`src/rtl/perceptron_pkg.sv`:
```
// rtl/perceptron_pkg.sv - shared types and BRAM word packing for the perceptron datapath
package perceptron_pkg;

    localparam int PCP_ADDR_W = 9;
    localparam int PCP_DATA_W = 16;

    typedef enum logic [2:0] {
        ST_IDLE       = 3'd0,
        ST_GET_W      = 3'd1,
        ST_GET_X      = 3'd2,
        ST_WRITE_LAST = 3'd3,
        ST_LAUNCH     = 3'd4
    } state_t;

    // Weight in the upper half, input in the lower half; the controller unpacks the same way.
    function automatic logic [2*PCP_DATA_W-1:0] pack_pair(
        input logic [PCP_DATA_W-1:0] w,
        input logic [PCP_DATA_W-1:0] x
    );
        return {w, x};
    endfunction

endpackage

```
`src/rtl/perceptron_bram_loader.sv`:
```
// rtl/perceptron_bram_loader.sv - packs a weight/input word stream into BRAM and launches the controller
module perceptron_bram_loader
    import perceptron_pkg::*;
#(
    parameter int ADDR_W = PCP_ADDR_W,
    parameter int DATA_W = PCP_DATA_W
) (
    input  logic                clk,
    input  logic                rst_n,
    input  logic [ADDR_W-1:0]   base_addr,
    input  logic [DATA_W-1:0]   s_data,
    input  logic                s_valid,
    input  logic                s_last,
    output logic                s_ready,
    input  logic                ctrl_busy,
    output logic                bram_we,
    output logic [ADDR_W-1:0]   bram_addr,
    output logic [2*DATA_W-1:0] bram_din,
    output logic [ADDR_W-1:0]   start_addr,
    output logic [ADDR_W-1:0]   end_addr,
    output logic                launch,
    output logic                overflow,
    output logic                odd_frame
);

    // The top address is reserved so an exclusive end_addr always fits in ADDR_W bits.
    localparam logic [ADDR_W-1:0] ADDR_MAX = '1;

    state_t              state_q, state_n;
    logic [ADDR_W-1:0]   wr_ptr_q;
    logic [ADDR_W-1:0]   frame_base_q;
    logic [DATA_W-1:0]   weight_q;

    logic                ready_c;
    logic                first_word;
    logic                hold_w;
    logic                pair_en;
    logic [DATA_W-1:0]   pair_x;
    logic                set_odd;

    always_comb begin
        state_n    = state_q;
        ready_c    = 1'b0;
        first_word = 1'b0;
        hold_w     = 1'b0;
        pair_en    = 1'b0;
        pair_x     = '0;
        set_odd    = 1'b0;
        case (state_q)
            ST_IDLE: begin
                ready_c = !ctrl_busy;
                if (s_valid && !ctrl_busy) begin
                    first_word = 1'b1;
                    hold_w     = 1'b1;
                    if (s_last) begin
                        set_odd = 1'b1;
                        state_n = ST_WRITE_LAST;
                    end else begin
                        state_n = ST_GET_X;
                    end
                end
            end
            ST_GET_W: begin
                ready_c = 1'b1;
                if (s_valid) begin
                    hold_w = 1'b1;
                    if (s_last) begin
                        set_odd = 1'b1;
                        state_n = ST_WRITE_LAST;
                    end else begin
                        state_n = ST_GET_X;
                    end
                end
            end
            ST_GET_X: begin
                ready_c = 1'b1;
                if (s_valid) begin
                    pair_en = 1'b1;
                    pair_x  = s_data;
                    state_n = s_last ? ST_LAUNCH : ST_GET_W;
                end
            end
            ST_WRITE_LAST: begin
                pair_en = 1'b1;
                state_n = ST_LAUNCH;
            end
            ST_LAUNCH: begin
                state_n = ST_IDLE;
            end
            default: begin
                state_n = ST_IDLE;
            end
        endcase
    end

    // Gated by reset so every output reads 0 while rst_n is low.
    assign s_ready = rst_n & ready_c;

    always_ff @(posedge clk or negedge rst_n) begin
        if (!rst_n) begin
            state_q <= ST_IDLE;
        end else begin
            state_q <= state_n;
        end
    end

    always_ff @(posedge clk or negedge rst_n) begin
        if (!rst_n) begin
            wr_ptr_q     <= '0;
            frame_base_q <= '0;
            weight_q     <= '0;
            bram_we      <= 1'b0;
            bram_addr    <= '0;
            bram_din     <= '0;
            start_addr   <= '0;
            end_addr     <= '0;
            launch       <= 1'b0;
            overflow     <= 1'b0;
            odd_frame    <= 1'b0;
        end else begin
            bram_we <= 1'b0;
            launch  <= 1'b0;
            if (first_word) begin
                wr_ptr_q     <= base_addr;
                frame_base_q <= base_addr;
                overflow     <= 1'b0;
                odd_frame    <= 1'b0;
            end
            if (hold_w) begin
                weight_q <= s_data;
            end
            if (set_odd) begin
                odd_frame <= 1'b1;
            end
            if (pair_en) begin
                if (wr_ptr_q == ADDR_MAX) begin
                    overflow <= 1'b1;
                end else begin
                    bram_we   <= 1'b1;
                    bram_addr <= wr_ptr_q;
                    bram_din  <= pack_pair(weight_q, pair_x);
                    wr_ptr_q  <= wr_ptr_q + 1'b1;
                end
            end
            // Registered launch: start/end are already updated and stable when it is seen.
            if (state_q == ST_LAUNCH) begin
                launch     <= 1'b1;
                start_addr <= frame_base_q;
                end_addr   <= wr_ptr_q;
            end
        end
    end

endmodule

```
`config.mk`:
```
export PLATFORM = sky130hd
export DESIGN_NAME = perceptron_bram_loader
export DESIGN_NICKNAME = d
export VERILOG_FILES = /design/src/rtl/perceptron_pkg.sv /design/src/rtl/perceptron_bram_loader.sv
export SDC_FILE = /design/constraint.sdc
export NUM_CORES = 1
export LEC_CHECK = 0
export ABC_AREA = 1
export BUFFER_PORTS_ARGS = -buffer_cell sky130_fd_sc_hd__buf_2
export CAP_MARGIN = 30
export CORE_MARGIN = 1.5
export CORE_UTILIZATION = 48
export CTS_CLUSTER_SIZE = 40
export DETAILED_ROUTE_END_ITERATION = 10
export PLACE_DENSITY = 0.73
export SLEW_MARGIN = 20
export SYNTH_ARGS = -nofsm -noshare
export SYNTH_HDL_FRONTEND = slang
export SYNTH_SLANG_ARGS = --single-unit
```
`constraint.sdc`:
```
create_clock -name clk -period 3 [get_ports clk]
set_input_delay 0.45 -clock clk [delete_from_list [all_inputs] [get_ports clk]]
set_output_delay 0.45 -clock clk [all_outputs]
set_load 0.02 [all_outputs]
```
[Word level (Yosys, flattened, before mapping)]
Index checks and enable logic that the tools add are counted.
Storage, ports and cells
  bits of input ports: 30
  bits in latches: 0
  RAM bits: 0
  register bits: 100
  logic and storage cells: 59
  memories kept: 0
  memory bits (read-only): 0
  output and inout port bits: 64
Cells by class
  div/mod/pow operators: 0
  shifts and indexed selects: 0
  reduce and logical (&&, ||, !) cells: 7
  multipliers: 0
  $add $sub $neg: 1
  bitwise gates (word level): 2
  equality and inequality tests: 8
  mux-type cells: 29
  order comparisons: 0
Operator list (count)
  $mux 16: 2
  $mux 9: 3
  $mux 1: 15
  $mux 3: 4
  $pmux 3 s4: 1
  $add 9x1->9 const B: 1
  $eq 9x9->1 const B: 1
  $pmux 1 s2: 4
  $eq 3x2->1 const B: 2
  $ne 2x2->1 const B: 3
  $eq 3x1->1 const B: 1
  $eq 3x3->1 const B: 1
  $logic_not 3->1: 1
  $reduce_and 3->1: 1
  $reduce_and 2->1: 1
  $reduce_bool 2->1: 1
  $reduce_or 2->1: 1
  $and 1x1->1: 1
  $logic_and 1x1->1: 1
  $logic_not 1->1: 1
  $not 1->1: 1

[Depth between registers and ports, before layout]
Gate-level depths: netlist of run 1.
  word-level depth: 7
  gate-level depth with buffers: 12
  gate-level depth less buffers: 12

[Worst setup path before layout of run 1]
Ideal clock, no wire load.
  kind: register -> register
  from: register wr_ptr_q[0]
  to: register bram_addr[1]
  path buffers: 2
  setup slack: 1240 ps
  data required time: 2866 ps
  library setup time: 134 ps
  stages on the path, launching flop included: 13
  arrival: 1626 ps
  cell sequence: dfrtp_1 > ha_1 > nand2_1 > nor2_1 > nand2_1 > nor2_1 > ha_1 > inv_1 > o211ai_4 > buf_6 > buf_2 > nand2_1 > o21ai_0
Between the ends
  cells in the longest elaborated chain, start to end: 3
Ends and longest elaborated chain
  start, declared: RTL line perceptron_bram_loader.sv:30  | logic [ADDR_W-1:0] wr_ptr_q;
  start signal, assigned: RTL line perceptron_bram_loader.sv:124  | wr_ptr_q <= base_addr;
  start signal, assigned: RTL line perceptron_bram_loader.sv:142  | wr_ptr_q <= wr_ptr_q + 1'b1;
  $eq 9x9->1: RTL line perceptron_bram_loader.sv:136  | if (wr_ptr_q == ADDR_MAX) begin
  $not 1->1 (no line)
  $reduce_and 2->1 (no line)
  end signal, assigned: RTL line perceptron_bram_loader.sv:140  | bram_addr <= wr_ptr_q;
  end, declared: RTL line perceptron_bram_loader.sv:17  | output logic [ADDR_W-1:0] bram_addr,
Every way passes these cells.
A chain may end at the register's enable or synchronous reset.

[Worst setup path after layout of run 1]
  from: register wr_ptr_q[0]
  to: register bram_addr[8]
The elaborated chain is that of the path after synthesis.

==> flow_results.xml, run 1 <==
<?xml version="1.0" encoding="UTF-8"?>
<metrics>
  <group name="run_status">
    <metric name="run_status" unit="">completed</metric>
  </group>
  <group name="sta">
    <metric name="final_slew_viol_count" unit="">0</metric>
    <metric name="setup_violations" unit="">0</metric>
    <metric name="fin_tns_setup" unit="ps">0</metric>
    <metric name="period_share" unit="%">79.7</metric>
    <metric name="period_needed" unit="ps">2390</metric>
    <metric name="achievable-frequency" unit="GHz">0.418</metric>
    <metric name="grt_setup_unrepaired" unit="">no</metric>
    <metric name="hold_viol" unit="">0</metric>
    <metric name="clock_skew" unit="ps">13.0</metric>
    <metric name="tightest_slew_margin_relative_to_the_limit" unit="%">43.8</metric>
    <metric name="worst-slew-pin-transition" unit="ps">838</metric>
  </group>
  <group name="cells_and_area">
    <metric name="regArea" unit="um2">2500</metric>
    <metric name="drive_above_1_share" unit="%">23.6</metric>
    <metric name="fillerInstances" unit="">757</metric>
    <metric name="area_delta_synth_final" unit="%">16.7</metric>
    <metric name="antenna_diode_count" unit="">0</metric>
    <metric name="layout.cells.non_filler" unit="">638</metric>
    <metric name="multi_input_comb_area" unit="um2">1270</metric>
    <metric name="final_area" unit="um2">4750</metric>
    <metric name="finalNetCount" unit="">560</metric>
  </group>
  <group name="critical_path">
    <metric name="path_max_fanout" unit="">43</metric>
    <metric name="worstPathArrival" unit="ps">2670</metric>
    <metric name="cell_by_cell_trace_of_the_critical_path" unit="">ha_1, nand2_1, nor2_1, nand2_1, nor2_1, ha_1, inv_1, o211ai_4, buf_4, nand2_1, o21ai_1</metric>
    <metric name="endpoint_kind" unit="">flop</metric>
    <metric name="timing.critical_path.slowest_stage_cell" unit="">buf_4</metric>
    <metric name="reg2reg_setup_slack" unit="ps">610</metric>
    <metric name="start_kind" unit="">flop</metric>
    <metric name="critical-path-max-stage-delay" unit="ps">500</metric>
    <metric name="most_frequent_cell_on_critical_path" unit="">nand2_1</metric>
    <metric name="timing.rr.end" unit="">bram_addr[8]$_DFFE_PN0P_</metric>
    <metric name="r2r_start" unit="">wr_ptr_q[0]$_DFF_PN0_</metric>
    <metric name="setup.worst_path.class" unit="">flop to flop</metric>
    <metric name="timing.critical_path.required" unit="ps">3280</metric>
    <metric name="r2r_cells" unit="">11</metric>
  </group>
  <group name="worst_hold_path">
    <metric name="worst_hold_path_class" unit="">input port to asynchronous set/reset pin</metric>
  </group>
  <group name="synthesis">
    <metric name="postSynthCellCount" unit="">440</metric>
    <metric name="synth_flop_cell" unit="">dfrtp_1</metric>
    <metric name="synthArstFlopShare" unit="%">100</metric>
    <metric name="yosys-top-cells-count" unit="">nand2_1 (142), dfrtp_1 (100), o21ai_0 (55)</metric>
    <metric name="synth_seq_cells" unit="">100</metric>
    <metric name="synthMostInstantiatedCell" unit="">nand2_1</metric>
    <metric name="synth_edf_count" unit="">0</metric>
    <metric name="synth_top_area_cell" unit="">dfrtp_1</metric>
    <metric name="ys_top_cells_by_area" unit="">dfrtp_1 (61%), nand2_1 (13%), o21ai_0 (6.8%), inv_1 (4.1%), nand3_1 (3.2%)</metric>
    <metric name="synth_area" unit="um2">4070</metric>
    <metric name="postSynthAreaPerCell" unit="um2">9.26</metric>
    <metric name="synth.lib_cells_used.distinct" unit="">25</metric>
    <metric name="synth.top_cell.area_share" unit="%">61.4</metric>
    <metric name="ys.warnings.count" unit="">0</metric>
    <metric name="synth.net_count" unit="">472</metric>
    <metric name="synth-seq-area-share" unit="%">61.4</metric>
  </group>
  <group name="clocking">
    <metric name="cts_buffer_depth" unit="">2</metric>
    <metric name="path_clk_slew" unit="ps">90</metric>
    <metric name="cts_made_buffers" unit="">9</metric>
    <metric name="htree_num_levels" unit="">3</metric>
    <metric name="numClockSinks" unit="">100</metric>
    <metric name="post-cts-setup-buffer-count" unit="">0</metric>
    <metric name="clock_tree.root_cell" unit="">clkbuf_8</metric>
    <metric name="tritoncts" unit="">done</metric>
    <metric name="cts.repair.resized" unit="">0</metric>
    <metric name="clock_latency" unit="ps">360</metric>
    <metric name="cts.hold.buffers_added" unit="">0</metric>
  </group>
  <group name="drt">
    <metric name="detail_route.wl_per_cell" unit="um">13.3</metric>
    <metric name="via_per_inst" unit="">4.90</metric>
    <metric name="dr_total_vias" unit="">3125</metric>
    <metric name="postRouteWirelength" unit="mm">8.51</metric>
    <metric name="remaining_drc_errors" unit="">0</metric>
    <metric name="drt_pre_antenna_iters" unit="">4</metric>
    <metric name="drt_iter0_drc" unit="">186</metric>
    <metric name="postRouteAntennaNets" unit="">0</metric>
  </group>
  <group name="place">
    <metric name="post_dp_cell_area" unit="um2">4580</metric>
    <metric name="dp_hpwl" unit="mm">6.06</metric>
    <metric name="portBuffers" unit="">93</metric>
    <metric name="place.gp.congestion" unit="">0.817</metric>
    <metric name="dpl.cell_count" unit="">622</metric>
  </group>
  <group name="power">
    <metric name="clockPowerShare" unit="%">15.2</metric>
    <metric name="swShare" unit="%">42.8</metric>
    <metric name="p_per_area" unit="nW/um2">1050</metric>
    <metric name="cell_internal_pwr" unit="mW">2.84</metric>
    <metric name="leakage" unit="nW">2.58</metric>
    <metric name="seqPwrFrac" unit="%">44.5</metric>
    <metric name="pwr-share-comb" unit="%">40.3</metric>
    <metric name="max-vdd-ir-drop" unit="V">0.000466</metric>
    <metric name="power.switching" unit="mW">2.13</metric>
  </group>
  <group name="die">
    <metric name="design.portCount" unit="">94</metric>
    <metric name="fp.dieH" unit="um">95.1</metric>
    <metric name="core" unit="um2">8220</metric>
    <metric name="std_cell_rows" unit="">33</metric>
    <metric name="floorplan.die_area" unit="um2">9050</metric>
    <metric name="floorplan.initialDensity" unit="%">49.6</metric>
    <metric name="chipWidth" unit="um">95.1</metric>
  </group>
  <group name="global_routing">
    <metric name="grt_overflow" unit="">0</metric>
    <metric name="wire_length_of_the_first_global_routing_pass" unit="mm">14.2</metric>
    <metric name="antenna_found_initial" unit="">0</metric>
    <metric name="grt_max_degree" unit="">52</metric>
    <metric name="groute.usage.overall" unit="%">20.5</metric>
    <metric name="vias_in_the_first_global_route" unit="">2984</metric>
  </group>
  <group name="flow_run">
    <metric name="timing.max_cap.violations" unit="">0</metric>
  </group>
</metrics>
metrics by stage:
stage          util [%]  total power, mW  hold WS, ps  worst slack (ps)
2_1_floorplan         -             3.62          154              1240
3_3_place_gp       55.8             4.17          462               708
3_5_place_dp       55.8             4.26          459               642
4_1_cts            57.8             5.02          257               615
5_1_grt            57.8             5.39          282               317
6_report           57.8             4.97          235               608
sequential cells by signal (all words and copies together) (netlist names), 3 cells and up:
signal,cells
bram_addr,9
bram_din,32
end_addr,9
frame_base_q,9
start_addr,9
state_q,3
weight_q,16
wr_ptr_q,9
layer usage:
metal	up-vias	share of wire (%)	global-route usage [%]
met4	0	1.1	6.97
met3	11	5.7	4.39
met2	81	46	31.4
met1	1465	47	29.0
li1	1568	-	-
met5	-	0	0
how the worst max path moves through the flow:
stage	startpoint	end	slack, ps	cells after the start
CTS	wr_ptr_q[0]$_DFF_PN0_	bram_din[26]$_DFFE_PN0P_	620	11
global placement	wr_ptr_q[0]$_DFF_PN0_	bram_addr[1]$_DFFE_PN0P_	710	10
global route	wr_ptr_q[0]$_DFF_PN0_	bram_din[31]$_DFFE_PN0P_	320	11
floorplan	wr_ptr_q[0]$_DFF_PN0_	bram_addr[1]$_DFFE_PN0P_	1240	12
finish	wr_ptr_q[0]$_DFF_PN0_	bram_addr[8]$_DFFE_PN0P_	610	11
detailed placement	wr_ptr_q[0]$_DFF_PN0_	bram_din[31]$_DFFE_PN0P_	640	10
logic make-up (layout without fill, tap and decap cells):
group	count (synthesis)	after routing	synth area share [%]
simple gates	184	184	19.4
fa+ha+maj	2	2	0.614
flops	100	100	61.4
compound gates	84	84	10.8
xor+xnor	2	2	0.430
buf+inv	68	161	7.25
power groups by stage:
stage / sequential [mW] / clock, mW / combinational [mW]
floorplan: 2.59 / 0 / 1.03
global placement: 2.22 / 0 / 1.95
detailed placement: 2.24 / 0 / 2.02
CTS: 2.21 / 0.778 / 2.03
global route: 2.28 / 0.833 / 2.28
finish: 2.21 / 0.758 / 2.00
critical path: cells and delay by family, from the launching register on:
family / cells / cell delay (ps)
AO/OA/AOI/OAI: 2 / 450
buffers and inverters: 2 / 570
adder cells (fa/ha/maj): 2 / 350
flip-flops: 1 / 420
AND/OR/NAND/NOR: 5 / 500
layout make-up:
cell class	instances	area share [%]
Timing Repair Buffer	96	10.3
Sequential cell	100	52.7
Inverter	49	3.87
Clock inverter	5	0.764
Clock buffer	11	2.77
Multi-Input combinational cell	272	26.8
Tap cell	105	2.77
layout by cell type (no fill, tap or decap), drive strengths merged, types with 3 or more instances in the layout:
master | netlist | routed
nand2 | 145 | 145
dfrtp | 100 | 100
buf | 15 | 96
o21ai | 80 | 80
inv | 49 | 50
nand3 | 26 | 26
clkbuf | 4 | 11
nor2 | 9 | 9
clkinvlp | 0 | 3
(Power assumes the default switching activity.)
==> run 2: changes to the inputs <==
clock period = 2.35 ns   (was 3 ns; I/O delays follow)
==> run 2 against run 1 <==
Effect of this change: non-clock buffer count is the same; critical endpoint is now bram_din[31]$_DFFE_PN0P_; global-route usage shrank 0.99 points; critical path depth shrank 1; die area is the same; hold slack lost 150 ps; register-to-register slack lost 340 ps; clock skew shrank 2.0 ps.
==> flow_results.xml, run 2 (synthesized netlist as in run 1, its figures left out) <==
<?xml version="1.0" encoding="UTF-8"?>
<metrics>
  <group name="global_routing">
    <metric name="grt_max_degree" unit="">101</metric>
    <metric name="wire_length_of_the_first_global_routing_pass" unit="mm">13.8</metric>
    <metric name="vias_in_the_first_global_route" unit="">2960</metric>
    <metric name="grt_overflow" unit="">0</metric>
    <metric name="groute.usage.overall" unit="%">19.5</metric>
    <metric name="antenna_found_initial" unit="">0</metric>
  </group>
  <group name="power">
    <metric name="leakage" unit="nW">2.60</metric>
    <metric name="p_per_area" unit="nW/um2">1350</metric>
    <metric name="max-vdd-ir-drop" unit="V">0.000690</metric>
  </group>
  <group name="drt">
    <metric name="detail_route.wl_per_cell" unit="um">13.1</metric>
    <metric name="via_per_inst" unit="">4.87</metric>
    <metric name="met3RoutedLength" unit="um">520</metric>
    <metric name="wl_met2" unit="mm">3.83</metric>
    <metric name="met1_wl" unit="mm">3.89</metric>
    <metric name="remaining_drc_errors" unit="">0</metric>
    <metric name="drt_iter0_drc" unit="">258</metric>
    <metric name="top_signal_layer_used" unit="">met4</metric>
    <metric name="dr_total_vias" unit="">3105</metric>
    <metric name="postRouteAntennaNets" unit="">0</metric>
    <metric name="drt_pre_antenna_iters" unit="">4</metric>
    <metric name="postRouteWirelength" unit="mm">8.33</metric>
  </group>
  <group name="cells_and_area">
    <metric name="final_common_cell" unit="">nand2_1</metric>
    <metric name="register_ranked_first_by_flip_flop_count" unit="">bram_din</metric>
    <metric name="mostFrequentLayoutCells" unit="">nand2_1 (142), dfrtp_1 (100), buf_2 (92)</metric>
    <metric name="area_delta_synth_final" unit="%">17.7</metric>
    <metric name="post-route-util" unit="%">58.4</metric>
    <metric name="antenna_diode_count" unit="">0</metric>
    <metric name="multi_input_comb_area" unit="um2">1270</metric>
    <metric name="finalNetCount" unit="">560</metric>
    <metric name="regArea" unit="um2">2500</metric>
    <metric name="layout.cells.non_filler" unit="">638</metric>
    <metric name="reg.largest.list" unit="">bram_din: 32 flops, weight_q: 16 flops</metric>
    <metric name="largest_register_ff_count" unit="">32</metric>
    <metric name="fillerInstances" unit="">749</metric>
    <metric name="drive_above_1_share" unit="%">23.8</metric>
  </group>
  <group name="die">
    <metric name="floorplan.die_area" unit="um2">9050</metric>
    <metric name="core" unit="um2">8220</metric>
    <metric name="chipWidth" unit="um">95.1</metric>
    <metric name="std_cell_rows" unit="">33</metric>
    <metric name="design.portCount" unit="">94</metric>
    <metric name="floorplan.initialDensity" unit="%">49.6</metric>
    <metric name="fp.dieH" unit="um">95.1</metric>
  </group>
  <group name="sta">
    <metric name="fin_tns_setup" unit="ps">0</metric>
    <metric name="setup_violations" unit="">0</metric>
    <metric name="period_share" unit="%">88.7</metric>
    <metric name="period_needed" unit="ps">2080</metric>
    <metric name="tightest_slew_margin_relative_to_the_limit" unit="%">56.4</metric>
    <metric name="clock_skew" unit="ps">11.0</metric>
    <metric name="worst-slew-pin-transition" unit="ps">653</metric>
    <metric name="final_slew_viol_count" unit="">0</metric>
    <metric name="grt_setup_unrepaired" unit="">yes</metric>
    <metric name="achievable-frequency" unit="GHz">0.480</metric>
    <metric name="hold_viol" unit="">0</metric>
  </group>
  <group name="critical_path">
    <metric name="start_kind" unit="">flop</metric>
    <metric name="worstPathArrival" unit="ps">2310</metric>
    <metric name="endpoint_kind" unit="">flop</metric>
    <metric name="setup.worst_path.class" unit="">flop to flop</metric>
    <metric name="timing.critical_path.from" unit="">wr_ptr_q[0]$_DFF_PN0_</metric>
    <metric name="reg2reg_setup_slack" unit="ps">270</metric>
    <metric name="r2r_cells" unit="">10</metric>
    <metric name="timing.critical_path.required" unit="ps">2570</metric>
    <metric name="critical_path.endpoint" unit="">bram_din[31]$_DFFE_PN0P_</metric>
    <metric name="r2r_start" unit="">wr_ptr_q[0]$_DFF_PN0_</metric>
    <metric name="path_max_fanout" unit="">44</metric>
    <metric name="timing.rr.end" unit="">bram_din[31]$_DFFE_PN0P_</metric>
  </group>
  <group name="clocking">
    <metric name="htree_num_levels" unit="">3</metric>
    <metric name="cts.hold.buffers_added" unit="">0</metric>
    <metric name="clock_latency" unit="ps">350</metric>
    <metric name="cts_made_buffers" unit="">9</metric>
    <metric name="cts.repair.resized" unit="">0</metric>
    <metric name="cts_buffer_depth" unit="">2</metric>
    <metric name="post-cts-setup-buffer-count" unit="">0</metric>
    <metric name="path_clk_slew" unit="ps">100</metric>
    <metric name="tritoncts" unit="">done</metric>
    <metric name="clock_tree.root_cell" unit="">clkbuf_8</metric>
    <metric name="numClockSinks" unit="">100</metric>
  </group>
  <group name="run_status">
    <metric name="run_status" unit="">completed</metric>
  </group>
  <group name="place">
    <metric name="dpl.cell_count" unit="">622</metric>
    <metric name="place.gp.congestion" unit="">0.831</metric>
    <metric name="portBuffers" unit="">93</metric>
    <metric name="dp_hpwl" unit="mm">5.74</metric>
  </group>
  <group name="flow_run">
    <metric name="timing.max_cap.violations" unit="">0</metric>
  </group>
  <group name="worst_hold_path">
    <metric name="worst_hold_path_class" unit="">input port to asynchronous set/reset pin</metric>
  </group>
</metrics>
-- run 2: final cells by class --
class | instances | area share [%]
sequential | 100 | 52.2
multi-input combinational | 272 | 26.6
timing repair buffer | 96 | 10.5
inverter | 49 | 3.84
tap | 105 | 2.74
clock buffer | 10 | 2.66
clock inverter | 6 | 1.49
-- run 2: worst max-delay path, cell delays in order, from the launching register on --
cell and delay (ps):
dfrtp_1 420, ha_1 190, nand2_1 80, nor2_1 150, nand2_1 80, nor2_1 130, ha_1 160, inv_1 70
o211ai_4 100, buf_4 400, o21ai_0 150
-- run 2: worst min path at each step --
| stage | start | slack [ps] | endpoint | cells after the start |
|---|---|---|---|---|
| after floorplan | rst_n | 60 | bram_addr[0]$_DFFE_PN0P_ | 0 |
| after global placement | end_addr[6]$_DFFE_PN0P_ | 460 | end_addr[6]$_DFFE_PN0P_ | 2 |
| after detailed placement | bram_din[6]$_DFFE_PN0P_ | 460 | bram_din[6]$_DFFE_PN0P_ | 2 |
| after CTS | rst_n | 110 | start_addr[7]$_DFFE_PN0P_ | 2 |
| after global routing | rst_n | 110 | start_addr[7]$_DFFE_PN0P_ | 2 |
| final | rst_n | 80 | start_addr[6]$_DFFE_PN0P_ | 2 |
-- run 2: per-layer routing --
metal	track usage [%]	vias to the layer above
met1	27.6	1449
met4	5.60	0
met5	0	-
met3	4.55	9
li1	-	1563
met2	30.2	84
-- run 2: where the power goes --
group / switching [mW] / leakage, nW / internal (mW)
Sequential: 0.384 / 1.28 / 2.44
Combinational: 1.73 / 1.23 / 0.815
Clock: 0.609 / 0.0939 / 0.505
-- run 2: through the flow --
stage / cell area, um2 / setup WS [ps] / hold WS [ps] / power (mW)
5_1_grt: 4790 / -12.3 / 106 / 7.01
3_5_place_dp: 4600 / 265 / 460 / 5.42
2_1_floorplan: 4070 / 590 / 56.9 / 4.62
4_1_cts: 4790 / 244 / 110 / 6.55
6_report: 4790 / 265 / 83.4 / 6.48
3_3_place_gp: 4600 / 359 / 461 / 5.34
==> run 3: changes to the inputs <==
clock period = 2.6 ns   (was 2.35 ns; I/O delays follow)
==> run 3 against run 2 <==
Effect of this change: cell area down 0.23%; global-route usage grew 0.21 points; first-iteration DRC count fell by 54%; critical path type unchanged; highest routed layer unchanged.
==> flow_results.xml, run 3 (synthesized netlist as in run 1, its figures left out) <==
<?xml version="1.0" encoding="UTF-8"?>
<metrics>
  <group name="die">
    <metric name="floorplan.die_area" unit="um2">9050</metric>
    <metric name="core" unit="um2">8220</metric>
    <metric name="fp.dieH" unit="um">95.1</metric>
    <metric name="std_cell_rows" unit="">33</metric>
    <metric name="chipWidth" unit="um">95.1</metric>
    <metric name="floorplan.initialDensity" unit="%">49.6</metric>
    <metric name="design.portCount" unit="">94</metric>
  </group>
  <group name="sta">
    <metric name="worst-slew-pin-transition" unit="ps">651</metric>
    <metric name="hold_viol" unit="">0</metric>
    <metric name="setup_violations" unit="">0</metric>
    <metric name="grt_setup_unrepaired" unit="">no</metric>
    <metric name="period_needed" unit="ps">2170</metric>
    <metric name="period_share" unit="%">83.5</metric>
    <metric name="fin_tns_setup" unit="ps">0</metric>
    <metric name="clock_skew" unit="ps">11.7</metric>
    <metric name="final_slew_viol_count" unit="">0</metric>
    <metric name="tightest_slew_margin_relative_to_the_limit" unit="%">56.6</metric>
    <metric name="achievable-frequency" unit="GHz">0.461</metric>
  </group>
  <group name="critical_path">
    <metric name="critical-path-max-stage-delay" unit="ps">460</metric>
    <metric name="start_kind" unit="">flop</metric>
    <metric name="path_max_fanout" unit="">51</metric>
    <metric name="crit_buf_inv" unit="">2</metric>
    <metric name="most_frequent_cell_on_critical_path" unit="">nand2_1</metric>
    <metric name="critPathTopFamily" unit="">simple AND/OR/NAND/NOR gates</metric>
    <metric name="setup.worst_path.class" unit="">flop to flop</metric>
    <metric name="worstPathArrival" unit="ps">2460</metric>
    <metric name="timing.critical_path.required" unit="ps">2890</metric>
    <metric name="cell_by_cell_trace_of_the_critical_path" unit="">ha_1, nand2_1, nor2_1, nand2_1, nor2_1, ha_1, inv_1, o211ai_4, buf_4, nand2_1, nand2_1</metric>
    <metric name="endpoint_kind" unit="">flop</metric>
    <metric name="timing.critical_path.slowest_stage_cell" unit="">buf_4</metric>
  </group>
  <group name="clocking">
    <metric name="clock_tree.root_cell" unit="">clkbuf_8</metric>
    <metric name="tritoncts" unit="">done</metric>
    <metric name="clock_latency" unit="ps">360</metric>
    <metric name="cts.repair.resized" unit="">0</metric>
    <metric name="cts_made_buffers" unit="">9</metric>
    <metric name="cts_buffer_depth" unit="">2</metric>
    <metric name="path_clk_slew" unit="ps">100</metric>
    <metric name="numClockSinks" unit="">100</metric>
    <metric name="cts.hold.buffers_added" unit="">0</metric>
    <metric name="htree_num_levels" unit="">3</metric>
    <metric name="post-cts-setup-buffer-count" unit="">0</metric>
  </group>
  <group name="drt">
    <metric name="detail_route.wl_per_cell" unit="um">13.1</metric>
    <metric name="drt_iter0_drc" unit="">118</metric>
    <metric name="drt_pre_antenna_iters" unit="">4</metric>
    <metric name="via_per_inst" unit="">4.86</metric>
    <metric name="dr_total_vias" unit="">3099</metric>
    <metric name="postRouteWirelength" unit="mm">8.38</metric>
    <metric name="remaining_drc_errors" unit="">0</metric>
    <metric name="postRouteAntennaNets" unit="">0</metric>
  </group>
  <group name="cells_and_area">
    <metric name="mostFrequentLayoutCells" unit="">nand2_1 (142), dfrtp_1 (100), buf_2 (92)</metric>
    <metric name="fillerInstances" unit="">722</metric>
    <metric name="final_common_cell" unit="">nand2_1</metric>
    <metric name="final_area" unit="um2">4780</metric>
    <metric name="regArea" unit="um2">2500</metric>
    <metric name="area_delta_synth_final" unit="%">17.5</metric>
    <metric name="largest_register_ff_count" unit="">32</metric>
    <metric name="reg.largest.list" unit="">bram_din: 32 flops, weight_q: 16 flops</metric>
    <metric name="drive_above_1_share" unit="%">23.8</metric>
    <metric name="register_ranked_first_by_flip_flop_count" unit="">bram_din</metric>
    <metric name="finalNetCount" unit="">560</metric>
    <metric name="multi_input_comb_area" unit="um2">1270</metric>
    <metric name="antenna_diode_count" unit="">0</metric>
  </group>
  <group name="global_routing">
    <metric name="wire_length_of_the_first_global_routing_pass" unit="mm">13.7</metric>
    <metric name="grt_overflow" unit="">0</metric>
    <metric name="groute.usage.overall" unit="%">19.8</metric>
    <metric name="antenna_found_initial" unit="">0</metric>
    <metric name="grt_max_degree" unit="">101</metric>
    <metric name="vias_in_the_first_global_route" unit="">2942</metric>
  </group>
  <group name="flow_run">
    <metric name="timing.max_cap.violations" unit="">0</metric>
  </group>
  <group name="power">
    <metric name="max-vdd-ir-drop" unit="V">0.000598</metric>
    <metric name="leakage" unit="nW">2.60</metric>
    <metric name="p_per_area" unit="nW/um2">1210</metric>
  </group>
  <group name="worst_hold_path">
    <metric name="worst_hold_path_class" unit="">input port to asynchronous set/reset pin</metric>
  </group>
  <group name="place">
    <metric name="post_dp_cell_area" unit="um2">4600</metric>
    <metric name="portBuffers" unit="">93</metric>
    <metric name="dp_hpwl" unit="mm">5.85</metric>
    <metric name="place.gp.congestion" unit="">0.827</metric>
  </group>
  <group name="run_status">
    <metric name="run_status" unit="">completed</metric>
  </group>
</metrics>
run 3: changes by cell type in the layout (fill, tap and decap cells not counted), sizes merged:
cell,previous run,this run
bufinv,1,0
clkbuf,10,12
clkinv,0,1
inv,52,50
run 3: area by class of cell:
class | count | area share (%)
repair buffers | 96 | 10.5
inverters | 49 | 3.85
clock buffers | 12 | 3.24
flip-flops and latches | 100 | 52.3
well taps | 105 | 2.75
multi-input cells | 272 | 26.7
clock inverters | 4 | 0.680
run 3: power breakdown:
part	leakage, nW	total, mW	switching, mW	internal [mW]
clock	0.0892	0.934	0.527	0.406
combinational	1.23	2.30	1.57	0.735
sequential	1.28	2.55	0.353	2.20
run 3: final timing paths:
kind,depth (start not counted),start,slack [ps],end
min in group clk,3,s_data[6],250,weight_q[6]$_DFFE_PN0P_
hold / removal,2,rst_n,120,end_addr[4]$_DFFE_PN0P_
setup / recovery,11,wr_ptr_q[0]$_DFF_PN0_,430,bram_din[0]$_DFFE_PN0P_
hold reg to reg,2,bram_din[5]$_DFFE_PN0P_,490,bram_din[5]$_DFFE_PN0P_
max in group asynchronous,2,rst_n,2070,bram_din[28]$_DFFE_PN0P_
setup reg to reg,11,wr_ptr_q[0]$_DFF_PN0_,430,bram_din[0]$_DFFE_PN0P_
run 3: per-layer routing:
layer	vias up	wire (um)	GRT usage [%]
li1	1561	-	-
met3	6	417	4.31
met5	-	0	0
met1	1458	3940	28.0
met4	0	69	5.22
met2	74	3960	30.9
run 3: stage by stage:
stage          hold slack (ps)  total power, mW  setup slack [ps]  std cells  util, %
2_1_floorplan             94.4             4.18               840        440        -
4_1_cts                    143             5.86               417        638     58.2
3_5_place_dp               460             4.92               452        622     55.9
3_3_place_gp               462             4.82               574        622     55.9
6_report                   119             5.79               430        638     58.2
5_1_grt                    158             6.25               157        638     58.2
